<file path="src/rtl/seg_display_scan_if.sv">
// Bundle of the display driver's data/control signals.
// The master side (counter/calculator logic) drives cnt_in, val_in, load
// and blank_en. The slave side (the display driver) returns the panel
// outputs, the load acknowledge, and a read-only view of its slot sequencer.
//
// Handshake: load is a single-cycle request and has no ready signal; the
// driver always accepts it. ld_ack is a one-cycle pulse that marks the first
// cycle in which the loaded value is on the display. Any number of loads may
// happen before that cycle, and only the newest one is shown and acked.
interface seg_display_scan_if;
  logic [3:0]  cnt_in;
  logic [11:0] val_in;
  logic        load;
  logic        blank_en;
  logic [3:0]  an;
  logic [6:0]  seg;
  logic        ld_ack;
  logic        dbg_slot;   // 0 = BLANK cycle, 1 = ON cycle
  logic [1:0]  dbg_dig;    // digit index of the current slot

  modport master (
    output cnt_in, val_in, load, blank_en,
    input  an, seg, ld_ack, dbg_slot, dbg_dig
  );

  modport slave (
    input  cnt_in, val_in, load, blank_en,
    output an, seg, ld_ack, dbg_slot, dbg_dig
  );
endinterface

</file>
<file path="src/rtl/seg_display_scan.sv">
// Four-digit multiplexed seven-segment driver.
// Digit 0 shows the live counter nibble, which is re-captured once per
// frame. Digits 3..1 show a 12-bit value that changes only at a frame start,
// so a partially updated number is never on the panel. Every slot opens with
// a one-cycle blank to avoid ghosting between digits.
//
// The state registers describe the cycle currently shown on the outputs.
// Each clock edge computes the next slot and the panel image for that slot,
// and registers both together. No input reaches an output without passing
// through a register.
module seg_display_scan #(
  parameter int REFRESH_DIV = 4
) (
  input  logic               clk,
  input  logic               rst_n,
  seg_display_scan_if.slave  bus
);

  localparam int PW = (REFRESH_DIV > 2) ? $clog2(REFRESH_DIV) : 1;
  localparam logic [PW-1:0] PRE_LAST = PW'(REFRESH_DIV - 1);

  typedef enum logic {
    S_BLANK = 1'b0,
    S_ON    = 1'b1
  } slot_e;

  // Slot sequencer state
  slot_e       state_q, state_n;
  logic [PW-1:0] pre_q, pre_n;
  logic [1:0]  dig_q, dig_n;

  // Data path state
  logic [11:0] disp_q, disp_n;
  logic [11:0] pend_q, pend_n;
  logic        pend_v_q, pend_v_n;
  logic [3:0]  cnt_q, cnt_n;

  // Registered outputs
  logic [3:0]  an_q, an_n;
  logic [6:0]  seg_q, seg_n;
  logic        ack_q, ack_n;

  // Helper signals
  logic        pre_wrap;
  logic        frame_start;
  logic        cnt_cap;
  logic [3:0]  nib;
  logic        dark;

  // Active-low hex glyphs, {g,f,e,d,c,b,a}
  function automatic logic [6:0] hex7(input logic [3:0] v);
    logic [6:0] s;
    case (v)
      4'h0:    s = 7'b1000000;
      4'h1:    s = 7'b1111001;
      4'h2:    s = 7'b0100100;
      4'h3:    s = 7'b0110000;
      4'h4:    s = 7'b0011001;
      4'h5:    s = 7'b0010010;
      4'h6:    s = 7'b0000010;
      4'h7:    s = 7'b1111000;
      4'h8:    s = 7'b0000000;
      4'h9:    s = 7'b0010000;
      4'hA:    s = 7'b0001000;
      4'hB:    s = 7'b0000011;
      4'hC:    s = 7'b1000110;
      4'hD:    s = 7'b0100001;
      4'hE:    s = 7'b0000110;
      default: s = 7'b0001110;
    endcase
    return s;
  endfunction

  // Next slot: the prescaler counts the dwell, and the digit steps down
  // (3,2,1,0,3) each time the prescaler wraps
  always_comb begin
    pre_wrap    = (pre_q == PRE_LAST);
    pre_n       = pre_wrap ? '0 : pre_q + PW'(1);
    dig_n       = pre_wrap ? dig_q - 2'd1 : dig_q;
    state_n     = (pre_n == '0) ? S_BLANK : S_ON;
    frame_start = pre_wrap && (dig_q == 2'd0);
  end

  // Next data state: pending load capture, frame-synchronous apply,
  // and the counter snapshot taken during the digit-0 blank cycle
  always_comb begin
    disp_n   = disp_q;
    pend_n   = pend_q;
    pend_v_n = pend_v_q;
    ack_n    = 1'b0;
    cnt_cap  = (state_q == S_BLANK) && (dig_q == 2'd0);
    cnt_n    = cnt_cap ? bus.cnt_in : cnt_q;

    if (bus.load) begin
      pend_n   = bus.val_in;
      pend_v_n = 1'b1;
    end

    if (frame_start) begin
      if (bus.load) begin
        // A load arriving on the frame boundary goes straight to the display
        disp_n   = bus.val_in;
        pend_v_n = 1'b0;
        ack_n    = 1'b1;
      end else if (pend_v_q) begin
        disp_n   = pend_q;
        pend_v_n = 1'b0;
        ack_n    = 1'b1;
      end
    end
  end

  // Panel image for the next cycle, built from the next slot and next data
  always_comb begin
    an_n = 4'b1111;
    seg_n = 7'b1111111;
    nib  = 4'h0;
    dark = 1'b0;

    case (dig_n)
      2'd3: begin
        nib  = disp_n[11:8];
        dark = (disp_n[11:8] == 4'h0);
      end
      2'd2: begin
        nib  = disp_n[7:4];
        dark = (disp_n[11:4] == 8'h00);
      end
      2'd1: begin
        nib  = disp_n[3:0];
        dark = (disp_n == 12'h000);
      end
      default: begin
        nib  = cnt_n;
        dark = 1'b0;
      end
    endcase

    if (state_n == S_ON) begin
      an_n  = ~(4'b0001 << dig_n);
      seg_n = (bus.blank_en && dark) ? 7'b1111111 : hex7(nib);
    end
  end

  // Sequencer registers; reset parks on the digit-3 blank cycle
  always_ff @(posedge clk) begin
    if (!rst_n) begin
      state_q <= S_BLANK;
      pre_q   <= '0;
      dig_q   <= 2'd3;
    end else begin
      state_q <= state_n;
      pre_q   <= pre_n;
      dig_q   <= dig_n;
    end
  end

  // Data and output registers; reset drops any pending load with no ack
  always_ff @(posedge clk) begin
    if (!rst_n) begin
      disp_q   <= 12'h000;
      pend_q   <= 12'h000;
      pend_v_q <= 1'b0;
      cnt_q    <= 4'h0;
      an_q     <= 4'b1111;
      seg_q    <= 7'b1111111;
      ack_q    <= 1'b0;
    end else begin
      disp_q   <= disp_n;
      pend_q   <= pend_n;
      pend_v_q <= pend_v_n;
      cnt_q    <= cnt_n;
      an_q     <= an_n;
      seg_q    <= seg_n;
      ack_q    <= ack_n;
    end
  end

  assign bus.an       = an_q;
  assign bus.seg      = seg_q;
  assign bus.ld_ack   = ack_q;
  assign bus.dbg_slot = state_q;
  assign bus.dbg_dig  = dig_q;

endmodule
</file>
<file path="src/flat_wrapper.sv">
// flat-port wrapper written by rule: the top's interface ports become plain ports
module seg_display_scan_flat 
#(
  parameter int REFRESH_DIV = 4
)
  (clk, rst_n, bus_cnt_in, bus_val_in, bus_load, bus_blank_en, bus_an, bus_seg, bus_ld_ack, bus_dbg_slot, bus_dbg_dig);
  seg_display_scan_if bus_i ();
  input  logic clk;
  input  logic rst_n;
  input wire logic [$bits(bus_i.cnt_in)-1:0] bus_cnt_in;
  input wire logic [$bits(bus_i.val_in)-1:0] bus_val_in;
  input wire logic [$bits(bus_i.load)-1:0] bus_load;
  input wire logic [$bits(bus_i.blank_en)-1:0] bus_blank_en;
  output wire logic [$bits(bus_i.an)-1:0] bus_an;
  output wire logic [$bits(bus_i.seg)-1:0] bus_seg;
  output wire logic [$bits(bus_i.ld_ack)-1:0] bus_ld_ack;
  output wire logic [$bits(bus_i.dbg_slot)-1:0] bus_dbg_slot;
  output wire logic [$bits(bus_i.dbg_dig)-1:0] bus_dbg_dig;
  assign bus_i.cnt_in = bus_cnt_in;
  assign bus_i.val_in = bus_val_in;
  assign bus_i.load = bus_load;
  assign bus_i.blank_en = bus_blank_en;
  assign bus_an = bus_i.an;
  assign bus_seg = bus_i.seg;
  assign bus_ld_ack = bus_i.ld_ack;
  assign bus_dbg_slot = bus_i.dbg_slot;
  assign bus_dbg_dig = bus_i.dbg_dig;
  seg_display_scan #(.REFRESH_DIV(REFRESH_DIV)) u_core (.clk(clk), .rst_n(rst_n), .bus(bus_i));
endmodule
</file>
<file path="config.mk">
export PLATFORM = sky130hd
export DESIGN_NAME = seg_display_scan_flat
export DESIGN_NICKNAME = d
export VERILOG_FILES = /design/src/rtl/seg_display_scan_if.sv /design/src/rtl/seg_display_scan.sv /design/src/flat_wrapper.sv
export SDC_FILE = /design/constraint.sdc
export NUM_CORES = 1
export LEC_CHECK = 0
export CORE_AREA = 2 2 73 75
export DETAILED_ROUTE_END_ITERATION = 12
export DIE_AREA = 0 0 75 77
export PLACE_DENSITY = 0.74
export SLEW_MARGIN = 20
export SYNTH_ARGS = -nofsm -noshare
export SYNTH_HDL_FRONTEND = slang
export SYNTH_SLANG_ARGS = --single-unit
export TNS_END_PERCENT = 30
</file>
<file path="constraint.sdc">
create_clock -name clk -period 3.2 [get_ports clk]
set_input_delay 0.8 -clock clk [delete_from_list [all_inputs] [get_ports clk]]
set_output_delay 0.8 -clock clk [all_outputs]
set_load 0.03 [all_outputs]
</file>
**Word-level counts from Yosys, hierarchy flattened**

Memories as Yosys holds them, arrays and structs flattened. A register that Yosys moved wholly into a read port is not among the register bits.
Cells that the tools add are included.

- Muxes and demuxes: 15
- Bitwise gates (word level): 3
- Eq/ne operators: 4
- Add/sub/neg operators: 2
- Reduce and logical (&&, ||, !) cells: 11
- Shifts and indexed selects: 1

Operators by type and width:

| operator | number |
|---|---|
| 12-bit two-way mux | 3 |
| 12-bit logical NOT | 1 |
| 4-bit case mux with 3 select lines | 1 |
| 8-bit logical NOT | 1 |
| 1-bit two-way mux | 7 |
| 2-bit == test (second input constant) | 3 |
| 2-bit logical NOT | 2 |
| 4-bit logical NOT | 1 |
| 2-bit two-way mux | 2 |
| 4-bit two-way mux | 1 |
| 4-bit inverter | 1 |
| 1-bit by 2-bit << shifter with 4-bit output (first input constant) | 1 |
| 1-bit logical AND | 3 |
| 1-bit case mux with 3 select lines | 1 |
| 3-bit OR reduction | 1 |
| 2-bit by 1-bit adder with 2-bit output (second input constant) | 1 |
| 2-bit by 1-bit == test with 1-bit output (second input constant) | 1 |
| 1-bit inverter | 2 |
| 2-bit AND reduction | 1 |
| 2-bit OR reduction | 1 |
| 2-bit by 1-bit subtractor with 2-bit output (second input constant) | 1 |

- Input bits: 20
- Memories: 1
- Bits in read-only memories: 112
- Output and inout bits: 15
- Flip-flop bits (word level): 39
- Logic and storage cells: 46

Memory list:

| memory | words | width | read ports | clocked after Yosys merged registers in | wr ports | line | source |
|---|---|---|---|---|---|---|---|
| (no name shown) | 16 | 7 | 1 | 1 | 0 | seg_display_scan.sv:53 | `case (v)` |

**Logic depth before layout (Yosys ltp)**

- Depth in word-level cells: 7
- Mapped depth: 14

**Worst setup path before layout**

No wires, ideal clock.

- Kind: flip-flop to flip-flop
- From: reg u_core.dig_q[0] (netlist: u_core.bus.dbg_dig[0])
- To: reg u_core.seg_q[0] (netlist: u_core.bus.seg[0])
- Period minus slack after synthesis: 3.178 ns
- Required time: 3.064 ns
- Setup slack: 0.022 ns
- Cell stages (with the launch flop): 14
- Data arrival time: 3.041 ns
- Cell sequence: dfxtp_1 inv_1 ha_1 and2_1 buf_2 o22ai_1 a21oi_1 mux2_1 mux2i_1 inv_1 ha_1 or4_1 o221ai_1 o31ai_1

- Cells in the longest elaborated chain, start to end: 7
- Elaborated cells between the ends (all ways): 17
- Those cells by class: 1 x add/sub; 3 x eq/ne; 5 x mux; 8 x reduce/logical

Ends and longest elaborated chain:

| what | line | source |
|---|---|---|
| from (decl) | seg_display_scan.sv:30 | `logic [1:0] dig_q, dig_n;` |
| from (signal assigned) | seg_display_scan.sv:154 | `dig_q <= dig_n;` |
| parallel branches: the longest is 7 deep, another holds 2-bit by 1-bit subtractor with 2-bit output | n/a |  |
| to (decl) | seg_display_scan.sv:40 | `logic [6:0] seg_q, seg_n;` |

Parallel ways; which one is timed is not known.
A chain may end at the register's enable or synchronous reset.

**Final worst setup path**

- From: reg u_core.dig_q[1] (netlist: u_core.bus.dbg_dig[1])
- To: reg u_core.seg_q[0] (netlist: u_core.bus.seg[0])

The elaborated chain is that of the path after synthesis.

==> results_tabular.tex <==
\begin{tabular}{lr}
\hline
Metric & Value \\
\hline
\multicolumn{2}{l}{\textbf{Clock network}} \\
\quad Clock Sink Count & 46 \\
\quad CTS clk-pin slew, worst paths & 80 ps \\
\quad Clock buffer count from CTS & 5 \\
\quad TritonCTS clock tree & built \\
\quad Clk Latency, worst-skew pair & 310 ps \\
\quad Buffer type at the clock tree root & sky130\_fd\_sc\_hd\_\_clkbuf\_8 \\
\quad Number of buffers added to fix hold violations after cts & 0 \\
\quad H-tree levels & 2 \\
\quad Max clock buf depth & 2 \\
\multicolumn{2}{l}{\textbf{Drt}} \\
\quad Initial DRC Count & 104 \\
\quad Topmost layer with routed signal wires & met4 \\
\quad Final Routed Wirelength & 5760 um \\
\quad Count of unresolved DRC violations after routing & 0 \\
\quad Final antenna-violating net count & 0 \\
\quad Via count normalized by instance count & 5.43 \\
\quad Routed via count & 2,051 \\
\quad Detailed-routing wirelength on met1 & 2730 um \\
\quad Routed wire per std cell & 15.2 um \\
\quad Met3 wire length & 240 um \\
\quad Detailed-routing iteration count for the pre-antenna-repair pass & 4 \\
\quad Routed length on met2 & 2700 um \\
\multicolumn{2}{l}{\textbf{Global routing}} \\
\quad Via count of the first global-routing pass & 2,021 \\
\quad Number of antenna violations at the first check in global routing & 0 \\
\quad GRT Overall Usage & 0.212 \\
\quad Residual overflow from global routing & 0 \\
\quad Largest net degree at the start of global routing & 34 \\
\quad First-pass GRT wire length & 9620 um \\
\multicolumn{2}{l}{\textbf{Yosys}} \\
\quad Number of nets in the synthesized netlist & 279 \\
\quad Post-synth ARST share & 0 \\
\quad Distinct cell type count of the synthesized netlist & 54 \\
\quad Synthesis warning total & 0 \\
\quad Average footprint of a synthesized cell & 9.36 sq um \\
\quad Number of flops mapped to enable cells by yosys & 0 \\
\quad Post-synthesis sequential area ratio & 0.392 \\
\quad Cells after Synth & 251 \\
\quad Register bit count reported by yosys & 46 \\
\quad Leading register cell type out of synthesis & sky130\_fd\_sc\_hd\_\_dfxtp\_1 \\
\quad Mapped Area & 2350 sq um \\
\multicolumn{2}{l}{\textbf{Worst setup path}} \\
\quad Type of the setup path with the least slack & reg -> reg \\
\quad Worst setup slack for register-to-register paths & 210 ps \\
\quad Standard cell with the maximum stage delay on the critical path & sky130\_fd\_sc\_hd\_\_or4b\_4 \\
\quad Signal arrival time at the worst endpoint & 3160 ps \\
\quad Buf/Inv on CP & 1 \\
\quad Setup crit start kind & flop \\
\quad Required time worst endpoint & 3370 ps \\
\quad Highest net fanout along the worst path & 8 \\
\quad Crit-path max cell delay & 540 ps \\
\quad CP cell instances & inv\_1 > ha\_2 > nand3\_2 > o22a\_1 > nor2\_1 > nor4\_1 > or4b\_4 > ha\_1 > or4\_1 > o221ai\_1 > o31ai\_1 \\
\quad Critical path capture point type & flop \\
\quad Dominant delay contributor by cell family on the critical path & simple AND/OR/NAND/NOR gates \\
\multicolumn{2}{l}{\textbf{Placed design}} \\
\quad PortBufs & 34 \\
\quad Area after detailed placement & 2920 sq um \\
\quad RD Place Congestion & 0.955 \\
\quad HPWL after detailed placement & 4140 um \\
\multicolumn{2}{l}{\textbf{Timing}} \\
\quad Final setup viols & 0 \\
\quad Worst slew margin & 0.542 \\
\quad Final total negative setup slack & 0 ps \\
\quad Setup repair after global routing missed its margin & no \\
\quad Final-report hold violation count & 0 \\
\quad Highest Clock Rate & 335 MHz \\
\quad Period Utilization, post-route & 0.934 \\
\quad Maximum clock skew at final layout & 10.4 ps \\
\quad Worst slew pin tran & 683 ps \\
\quad Max-slew violation count & 0 \\
\quad Clock period minus final worst setup slack & 2990 ps \\
\multicolumn{2}{l}{\textbf{Flow run}} \\
\quad Max-cap check violation count & 0 \\
\multicolumn{2}{l}{\textbf{Min path}} \\
\quad Class of the worst hold path & reg -> reg \\
\multicolumn{2}{l}{\textbf{Layout}} \\
\quad Antenna diode instance count & 0 \\
\quad Post-layout instance area & 3090 sq um \\
\quad Fraction of layout instances using a drive strength above 1 & 0.195 \\
\quad Most frequent cells in the layout & 46 x sky130\_fd\_sc\_hd\_\_dfxtp\_1, 33 x sky130\_fd\_sc\_hd\_\_clkdlybuf4s50\_1, 30 x sky130\_fd\_sc\_hd\_\_buf\_4 \\
\quad Most common library cell in the layout ignoring fill and taps & sky130\_fd\_sc\_hd\_\_dfxtp\_1 \\
\quad Fin nets & 335 \\
\quad Final Core Density & 0.621 \\
\quad Syn-to-layout area delta & 31.6\% \\
\multicolumn{2}{l}{\textbf{Pwr}} \\
\quad Peak supply drop & 0.256 mV \\
\quad Leakage & 1.28 nW \\
\quad P per Cell Area & 424 nW/um\^{}2 \\
\quad Overall Power & 1.31 mW \\
\multicolumn{2}{l}{\textbf{Floorplanning}} \\
\quad Top-level port count & 35 \\
\quad Core outline area & 4980 sq um \\
\quad Die W & 75 um \\
\quad Number of core rows & 26 \\
\quad Die Outline Area & 5780 sq um \\
\quad Initial standard-cell utilization of the core & 0.472 \\
\quad DIE HEIGHT & 77 um \\
\multicolumn{2}{l}{\textbf{Run status}} \\
\quad Outcome & finished clean \\
\hline
\end{tabular}
[cell families after synthesis]
| group | share of synthesized area |
|---|---|
| adder cells (fa/ha/maj) | 0.0426 |
| XOR/XNOR | 0.0229 |
| buffers and inverters | 0.0432 |
| AND/OR/NAND/NOR | 0.227 |
| AO/OA/AOI/OAI | 0.175 |
| flip-flops | 0.392 |
| multiplexers | 0.0975 |
[routing by layer]
layer  global-route usage  vias to the layer above
li1                     -                     1029
met2                0.326                       56
met5                    0                        -
met1                0.294                      955
met3               0.0315                       11
met4               0.0821                        0
[final timing paths]
check / startpoint / to / depth (start not counted)
worst max-delay path: u_core.bus.dbg_dig[1] / u_core.bus.seg[0] / 11
worst min-delay path: u_core.pre_q[0] / u_core.pre_q[0] / 1
worst max register to register: u_core.bus.dbg_dig[1] / u_core.bus.seg[0] / 11
worst min register to register: u_core.pre_q[0] / u_core.pre_q[0] / 1
[sequential cells by signal, indices dropped and copies added (netlist names)]
name / cells
u_core.bus.an: 4
u_core.bus.dbg_dig: 2
u_core.bus.dbg_slot: 1
u_core.bus.ld_ack: 1
u_core.bus.seg: 7
u_core.cnt_q: 4
u_core.disp_q: 12
u_core.pend_q: 12
u_core.pend_v_q: 1
u_core.pre_q: 2
[worst register-to-register path, stage by stage, from the launching register on]
cell and delay [ps]:
sky130_fd_sc_hd__dfxtp_1 330, sky130_fd_sc_hd__inv_1 60, sky130_fd_sc_hd__ha_2 300, sky130_fd_sc_hd__nand3_2 210
sky130_fd_sc_hd__o22a_1 230, sky130_fd_sc_hd__nor2_1 190, sky130_fd_sc_hd__nor4_1 90, sky130_fd_sc_hd__or4b_4 540
sky130_fd_sc_hd__ha_1 210, sky130_fd_sc_hd__or4_1 520, sky130_fd_sc_hd__o221ai_1 90, sky130_fd_sc_hd__o31ai_1 80
[layout make-up]
type	count	area, sq um
clock buffers	5	68.8
clock inverters	3	43.8
fillers	430	1890
inverters	6	22.5
multi-input cells	183	1370
flip-flops and latches	46	921
well taps	70	87.6
repair buffers	65	579
[power breakdown]
group          internal, mW  switching, mW  leakage (nW)  total (mW)
Clock                 0.234          0.201        0.0585       0.435
Combinational         0.122          0.140         0.847       0.262
Sequential            0.599         0.0135         0.377       0.613
Total                 0.955          0.354          1.28        1.31
[Yosys cell counts (3+ instances only)]
| cell type | count | area [sq um] |
|---|---|---|
| sky130_fd_sc_hd__mux2i_1 | 18 | 180 |
| sky130_fd_sc_hd__or2_1 | 3 | 18.8 |
| sky130_fd_sc_hd__o22ai_1 | 18 | 113 |
| sky130_fd_sc_hd__nand2_1 | 9 | 33.8 |
| sky130_fd_sc_hd__ha_1 | 8 | 100 |
| sky130_fd_sc_hd__a21oi_1 | 11 | 55.1 |
| sky130_fd_sc_hd__nand3_1 | 9 | 45.0 |
| sky130_fd_sc_hd__o221ai_1 | 7 | 61.3 |
| sky130_fd_sc_hd__inv_1 | 5 | 18.8 |
| sky130_fd_sc_hd__clkbuf_1 | 8 | 30.0 |
| sky130_fd_sc_hd__nor3_1 | 6 | 30.0 |
| sky130_fd_sc_hd__o21ai_0 | 4 | 20.0 |
| sky130_fd_sc_hd__and2_1 | 15 | 93.8 |
| sky130_fd_sc_hd__dfxtp_1 | 46 | 921 |
| sky130_fd_sc_hd__nand4b_1 | 4 | 35.0 |
| sky130_fd_sc_hd__nor2b_1 | 17 | 106 |
| sky130_fd_sc_hd__nor2_1 | 10 | 37.5 |
| sky130_fd_sc_hd__buf_2 | 6 | 30.0 |
[through the flow]
stage | hold slack [ps] | cells | setup slack (ps)
floorplan | 432 | 251 | 22.1
global placement | 446 | 369 | -173
detailed placement | 462 | 369 | -306
CTS | 473 | 377 | 12.8
global route | 551 | 378 | 39.9
finish | 516 | 378 | 212
[timing repair]
action,CTS,global route
resized for setup,1,10
setup endpoints to repair,1,1
gates cloned,0,0
hold endpoints to repair,0,0
setup buffers,0,1
No activity file was read; power rests on OpenSTA's default activity.
